<file path="src/rtl/reducer_pkg.sv">
// Shared mode encoding for the register-to-address reducer.
package reducer_pkg;

  typedef enum logic [1:0] {
    MODE_TRUNC  = 2'b00,
    MODE_SAT    = 2'b01,
    MODE_OFFSET = 2'b10,
    MODE_WORD   = 2'b11
  } mode_t;

endpackage

</file>
<file path="src/rtl/addr_map.sv">
// Combinational mapping of a register value onto a memory address plus range/alignment error.
// Address is always produced; err only advises the consumer.
module addr_map
  import reducer_pkg::*;
#(
  parameter int                    DATA_WIDTH = 32,
  parameter int                    ADDR_WIDTH = 11,
  parameter logic [DATA_WIDTH-1:0] BASE_ADDR  = '0,
  parameter int                    LIMIT      = 2**ADDR_WIDTH-1
) (
  input  mode_t                  mode,
  input  logic [DATA_WIDTH-1:0]  rdata,
  output logic [ADDR_WIDTH-1:0]  addr,
  output logic                   err
);

  localparam logic [DATA_WIDTH-1:0] LIM_D = DATA_WIDTH'(LIMIT);
  localparam logic [ADDR_WIDTH-1:0] LIM_A = ADDR_WIDTH'(LIMIT);

  logic [DATA_WIDTH-1:0] off;

  always_comb begin
    off  = rdata - BASE_ADDR;
    addr = '0;
    err  = 1'b0;
    unique case (mode)
      MODE_TRUNC: begin
        addr = rdata[ADDR_WIDTH-1:0];
        err  = ((rdata >> ADDR_WIDTH) != '0) | (DATA_WIDTH'(rdata[ADDR_WIDTH-1:0]) > LIM_D);
      end
      MODE_SAT: begin
        err  = rdata > LIM_D;
        addr = err ? LIM_A : rdata[ADDR_WIDTH-1:0];
      end
      MODE_OFFSET: begin
        // off wraps modulo 2**DATA_WIDTH, so underflow needs its own check
        addr = off[ADDR_WIDTH-1:0];
        err  = (rdata < BASE_ADDR) | (off > LIM_D);
      end
      MODE_WORD: begin
        addr = rdata[ADDR_WIDTH+1:2];
        err  = (rdata[1:0] != 2'b00) | ((rdata >> (ADDR_WIDTH + 2)) != '0)
             | (DATA_WIDTH'(rdata[ADDR_WIDTH+1:2]) > LIM_D);
      end
      default: begin
        addr = '0;
        err  = 1'b0;
      end
    endcase
  end

endmodule

</file>
<file path="src/rtl/addr_reducer.sv">
// One-deep registered valid/ready stage reducing register data to a memory address, latency 1.
// iready = !ovalid | oready, so a stalled output holds its beat and blocks input; errors counted.
module addr_reducer
  import reducer_pkg::*;
#(
  parameter int                    DATA_WIDTH = 32,
  parameter int                    ADDR_WIDTH = 11,
  parameter logic [DATA_WIDTH-1:0] BASE_ADDR  = '0,
  parameter int                    LIMIT      = 2**ADDR_WIDTH-1,
  parameter int                    CNT_WIDTH  = 16
) (
  input  logic                   clk,
  input  logic                   rst,
  input  logic [1:0]             mode,
  input  logic                   ivalid,
  output logic                   iready,
  input  logic [DATA_WIDTH-1:0]  rdata,
  output logic                   ovalid,
  input  logic                   oready,
  output logic [ADDR_WIDTH-1:0]  odata,
  output logic                   oerr,
  input  logic                   errclr,
  output logic [CNT_WIDTH-1:0]   errcnt,
  output logic                   sticky
);

  logic [ADDR_WIDTH-1:0] map_addr;
  logic                  map_err;
  logic                  accept;

  addr_map #(
    .DATA_WIDTH (DATA_WIDTH),
    .ADDR_WIDTH (ADDR_WIDTH),
    .BASE_ADDR  (BASE_ADDR),
    .LIMIT      (LIMIT)
  ) u_map (
    .mode  (mode_t'(mode)),
    .rdata (rdata),
    .addr  (map_addr),
    .err   (map_err)
  );

  assign iready = !ovalid | oready;
  assign accept = ivalid & iready;

  // Accept takes precedence over drain so a simultaneous leave+accept keeps ovalid high.
  always_ff @(posedge clk) begin
    if (rst) begin
      ovalid <= 1'b0;
      odata  <= '0;
      oerr   <= 1'b0;
    end else if (accept) begin
      ovalid <= 1'b1;
      odata  <= map_addr;
      oerr   <= map_err;
    end else if (oready) begin
      ovalid <= 1'b0;
    end
  end

  always_ff @(posedge clk) begin
    if (rst || errclr) begin
      errcnt <= '0;
      sticky <= 1'b0;
    end else if (accept && map_err) begin
      if (errcnt != '1) errcnt <= errcnt + 1'b1;
      sticky <= 1'b1;
    end
  end

endmodule

</file>
<file path="config.mk">
export PLATFORM = sky130hd
export DESIGN_NAME = addr_reducer
export DESIGN_NICKNAME = d
export VERILOG_FILES = /design/src/rtl/reducer_pkg.sv /design/src/rtl/addr_map.sv /design/src/rtl/addr_reducer.sv
export SDC_FILE = /design/constraint.sdc
export NUM_CORES = 1
export LEC_CHECK = 0
export ABC_CLOCK_PERIOD_IN_PS = 3400
export CAP_MARGIN = 30
export CORE_MARGIN = 2
export CORE_UTILIZATION = 26
export DETAILED_ROUTE_END_ITERATION = 16
export GPL_TIMING_DRIVEN = 0
export PLACE_DENSITY = 0.6
export SYNTH_ARGS = -nofsm -noshare
export SYNTH_HDL_FRONTEND = slang
export SYNTH_SLANG_ARGS = --single-unit
</file>
<file path="constraint.sdc">
create_clock -name clk -period 3.4 [get_ports clk]
set_input_delay 0.68 -clock clk [delete_from_list [all_inputs] [get_ports clk]]
set_output_delay 0.68 -clock clk [all_outputs]
set_load 0.02 [all_outputs]
</file>
==> key figures <==
Clocking
  • H-tree depth: 2
  • Clock Sink Count: 30
  • Hold_buf cts: 0
  • Postcts setup bufs: 0
  • Num CTS Buffers: 5
  • CTS tree: done
  • Clock buffer depth: 2
  • CTS resizes: 0
  • Root buffer cell: clkbuf_8
  • Worst-Skew Late Latency: 0.28 ns
  • Clock-pin slew on the worst setup and hold paths: 0.06 ns

Critical path
  • Worst R2R Start: errcnt[0]
  • Worst Reg2Reg Path Length in Cells: 8
  • Crit path to: errcnt[12]
  • Worst flop-to-flop path endpoint: errcnt[12]
  • WP data arrival: 3.03 ns
  • Critical path fanouts, max: 10
  • Worst setup startpoint: mode[0]
  • Worst path slowest cell: clkdlybuf4s50_1
  • CP startpoint kind: input port
  • Setup slack on the worst flop-to-flop path: 1.56 ns
  • Crit path max-delay family: buffers and inverters
  • Crit. End Element: flip-flop
  • Number of stages on the worst setup path: 8
  • CP cell instances: clkdlybuf4s50_1, inv_1, ha_1, a311oi_4, o211ai_2, buf_6, or3_1, a21oi_1
  • Critical Path RT: 3.61 ns
  • Kind of critical path: in2reg
  • Crit-path max cell delay: 0.61 ns
  • Buf/Inv on CP: 3

Power and ir drop
  • P per Cell Area: 332 nW/um2
  • Cell leakage power: 0.835 nW
  • Power Total: 827 uW
  • Max VDD drop: 0.000133 V

Layout
  • # fillers: 632
  • Ant diodes: 0
  • Layout Nets: 317
  • Finished Layout Cells: 346
  • Fraction of layout cells with a size suffix above 1: 6.27%
  • Synth-to-layout area growth: 53.5%

Synthesis
  • Top FF cell, synth: dfxtp_1
  • Post-synthesis sequential area ratio: 37.0%
  • EDFF count, synth: 0
  • Mapped Nets: 241
  • Synth Area per Inst: 8.27 um2
  • Yosys reg bits: 30
  • Distinct cells, synth: 35
  • Cell Area, Synth: 1620 um2
  • Gate Count Post-Synth: 196
  • Yosys warning count: 0
  • Share of synthesized flip-flops with an asynchronous set or reset: 0%

Global routing
  • Largest net degree at the start of global routing: 11
  • Overflow after GRT: 0
  • Initial antenna violation count: 0
  • Vias in the first global route: 1581
  • Gr usage total: 13.4%
  • Global-route wire length before repair: 7620 um

Timing
  • Final setup fails: 0
  • Headroom to the max-slew limit: 57.8%
  • RSZ-0062 raised after global routing: false
  • Final slew viol count: 0
  • Final hold violation count: 0
  • Fin Setup TNS: 0 ns
  • Fin crit share: 83.0%
  • Slew @ Worst Pin: 0.629 ns
  • Fin crit period: 2.82 ns
  • Achievable frequency: 354 MHz
  • Layout Skew: 0.00993 ns
  • Final WS setup: 0.577 ns

Placement
  • Number of port buffers: 69
  • Placed instance count: 340
  • Worst setup slack after placement: 0.306 ns
  • Routability cong.: 0.740
  • Dpl hpwl: 3610 um

Die
  • Starting Density: 27.1%
  • Ports: 70
  • CORE AREA: 5990 um2
  • Site Rows: 28
  • Area of the die: 6880 um2
  • Die width: 83.0 um
  • Chip Height: 83.0 um

Drt
  • ANT nets after route: 0
  • WL per Instance: 13.3 um
  • Drt pass-1 iters: 4
  • Vias per std cell: 4.93
  • Post-Route WL: 4610 um
  • Post-route DRC: 0
  • Via count: 1706
  • Initial DRC Count: 72

Hold path
  • Worst hold path class: reg2reg

Run status
  • Status: finished clean

Flow run
  • Max-cap violations: 0
## tightest hold or removal path: cells and delay by family, from the launching register on
family	cells	cell delay, ns
and+or+nand+nor	1	0.05
DFF	1	0.31
AOI/OAI and AO/OA	1	0.05
## Yosys cell counts, drive strengths merged, types with 4 or more instances
cell	instances	area share [%]
ha	6	4.6
or4	4	1.9
nor4	4	1.5
inv	6	1.4
a221o	6	3.7
dfxtp	30	37
nand2	19	4.4
o211ai	11	6.2
nand3	5	1.5
nor2	19	4.4
clkbuf	6	1.4
o21ai	18	5.8
a21oi	27	8.3
or3	7	2.7
nand4	4	1.5
## cells in the final DEF (no fill, tap or decap), drive strengths merged, types with 2 or more instances in the layout
cell,count
or2,2
or3,7
nor2,19
nand4,4
inv,6
nand2,19
o211ai,11
a221o,6
o21a,3
nand3,5
nor3,2
or4,4
o21ai,18
and4,2
o31ai,2
a21oi,27
a31oi,2
xor2,3
clkdlybuf4s50,69
buf,2
clkbuf,12
dfxtp,30
nor4,4
ha,6
## logic make-up (layout without fill, tap and decap cells)
logic type,after synthesis,in the layout,share of synthesized area (%)
DFF,30,30,37.0
muxes,1,1,0.617
AOI/OAI and AO/OA,71,71,30.6
buffers and inverters,14,89,3.70
xor gates and xnor gates,3,3,1.62
and+or+nand+nor,71,71,21.8
adders and majority gates,6,6,4.63
## per-layer routing
metal  global-route usage (%)  routed length (um)  part of all wire (%)
met4                     4.92                  70                   1.5
met1                     17.8                2180                    47
met3                     3.58                 269                   5.8
met2                     20.9                2090                    45
met5                        0                   0                     0
## per-stage QoR
| step | hold slack (ns) | util (%) | cell area (um2) |
|---|---|---|---|
| floorplan | 0.524 | - | 1620 |
| global placement | 0.442 | 40.2 | 2410 |
| detailed placement | 0.448 | 40.2 | 2410 |
| CTS | 0.456 | 41.5 | 2490 |
| global route | 0.477 | 41.5 | 2490 |
| finish | 0.453 | 41.5 | 2490 |
## power breakdown
part           internal, mW  switching, mW
clock network         0.156          0.131
logic                0.0879         0.0815
registers             0.365        0.00689
total                 0.608          0.219
## registers in the layout, indices dropped and copies added (netlist names)
name    cells
odata      11
ovalid      1
sticky      1
errcnt     16
oerr        1
## how the worst min path moves through the flow
stage                     startpoint  endpoint  slack (ns)  depth (start not counted)
final                       odata[8]  odata[8]        0.45                          2
after global routing        odata[2]  odata[2]        0.48                          2
after CTS                   odata[7]  odata[7]        0.46                          2
after detailed placement    odata[7]  odata[7]        0.45                          2
after global placement      odata[2]  odata[2]        0.44                          2
after floorplan             odata[2]  odata[2]        0.52                          2
## area by class of cell
cell class	instances	area (um2)	share of cell area, %
Multi-Input combinational cell	152	961	38.6
Timing Repair Buffer	69	691	27.8
Sequential cell	30	601	24.1
Tap cell	75	93.8	3.77
Clock buffer	6	82.6	3.32
Buffer	8	37.5	1.51
Inverter	6	22.5	0.905
(Power assumes the default switching activity.)
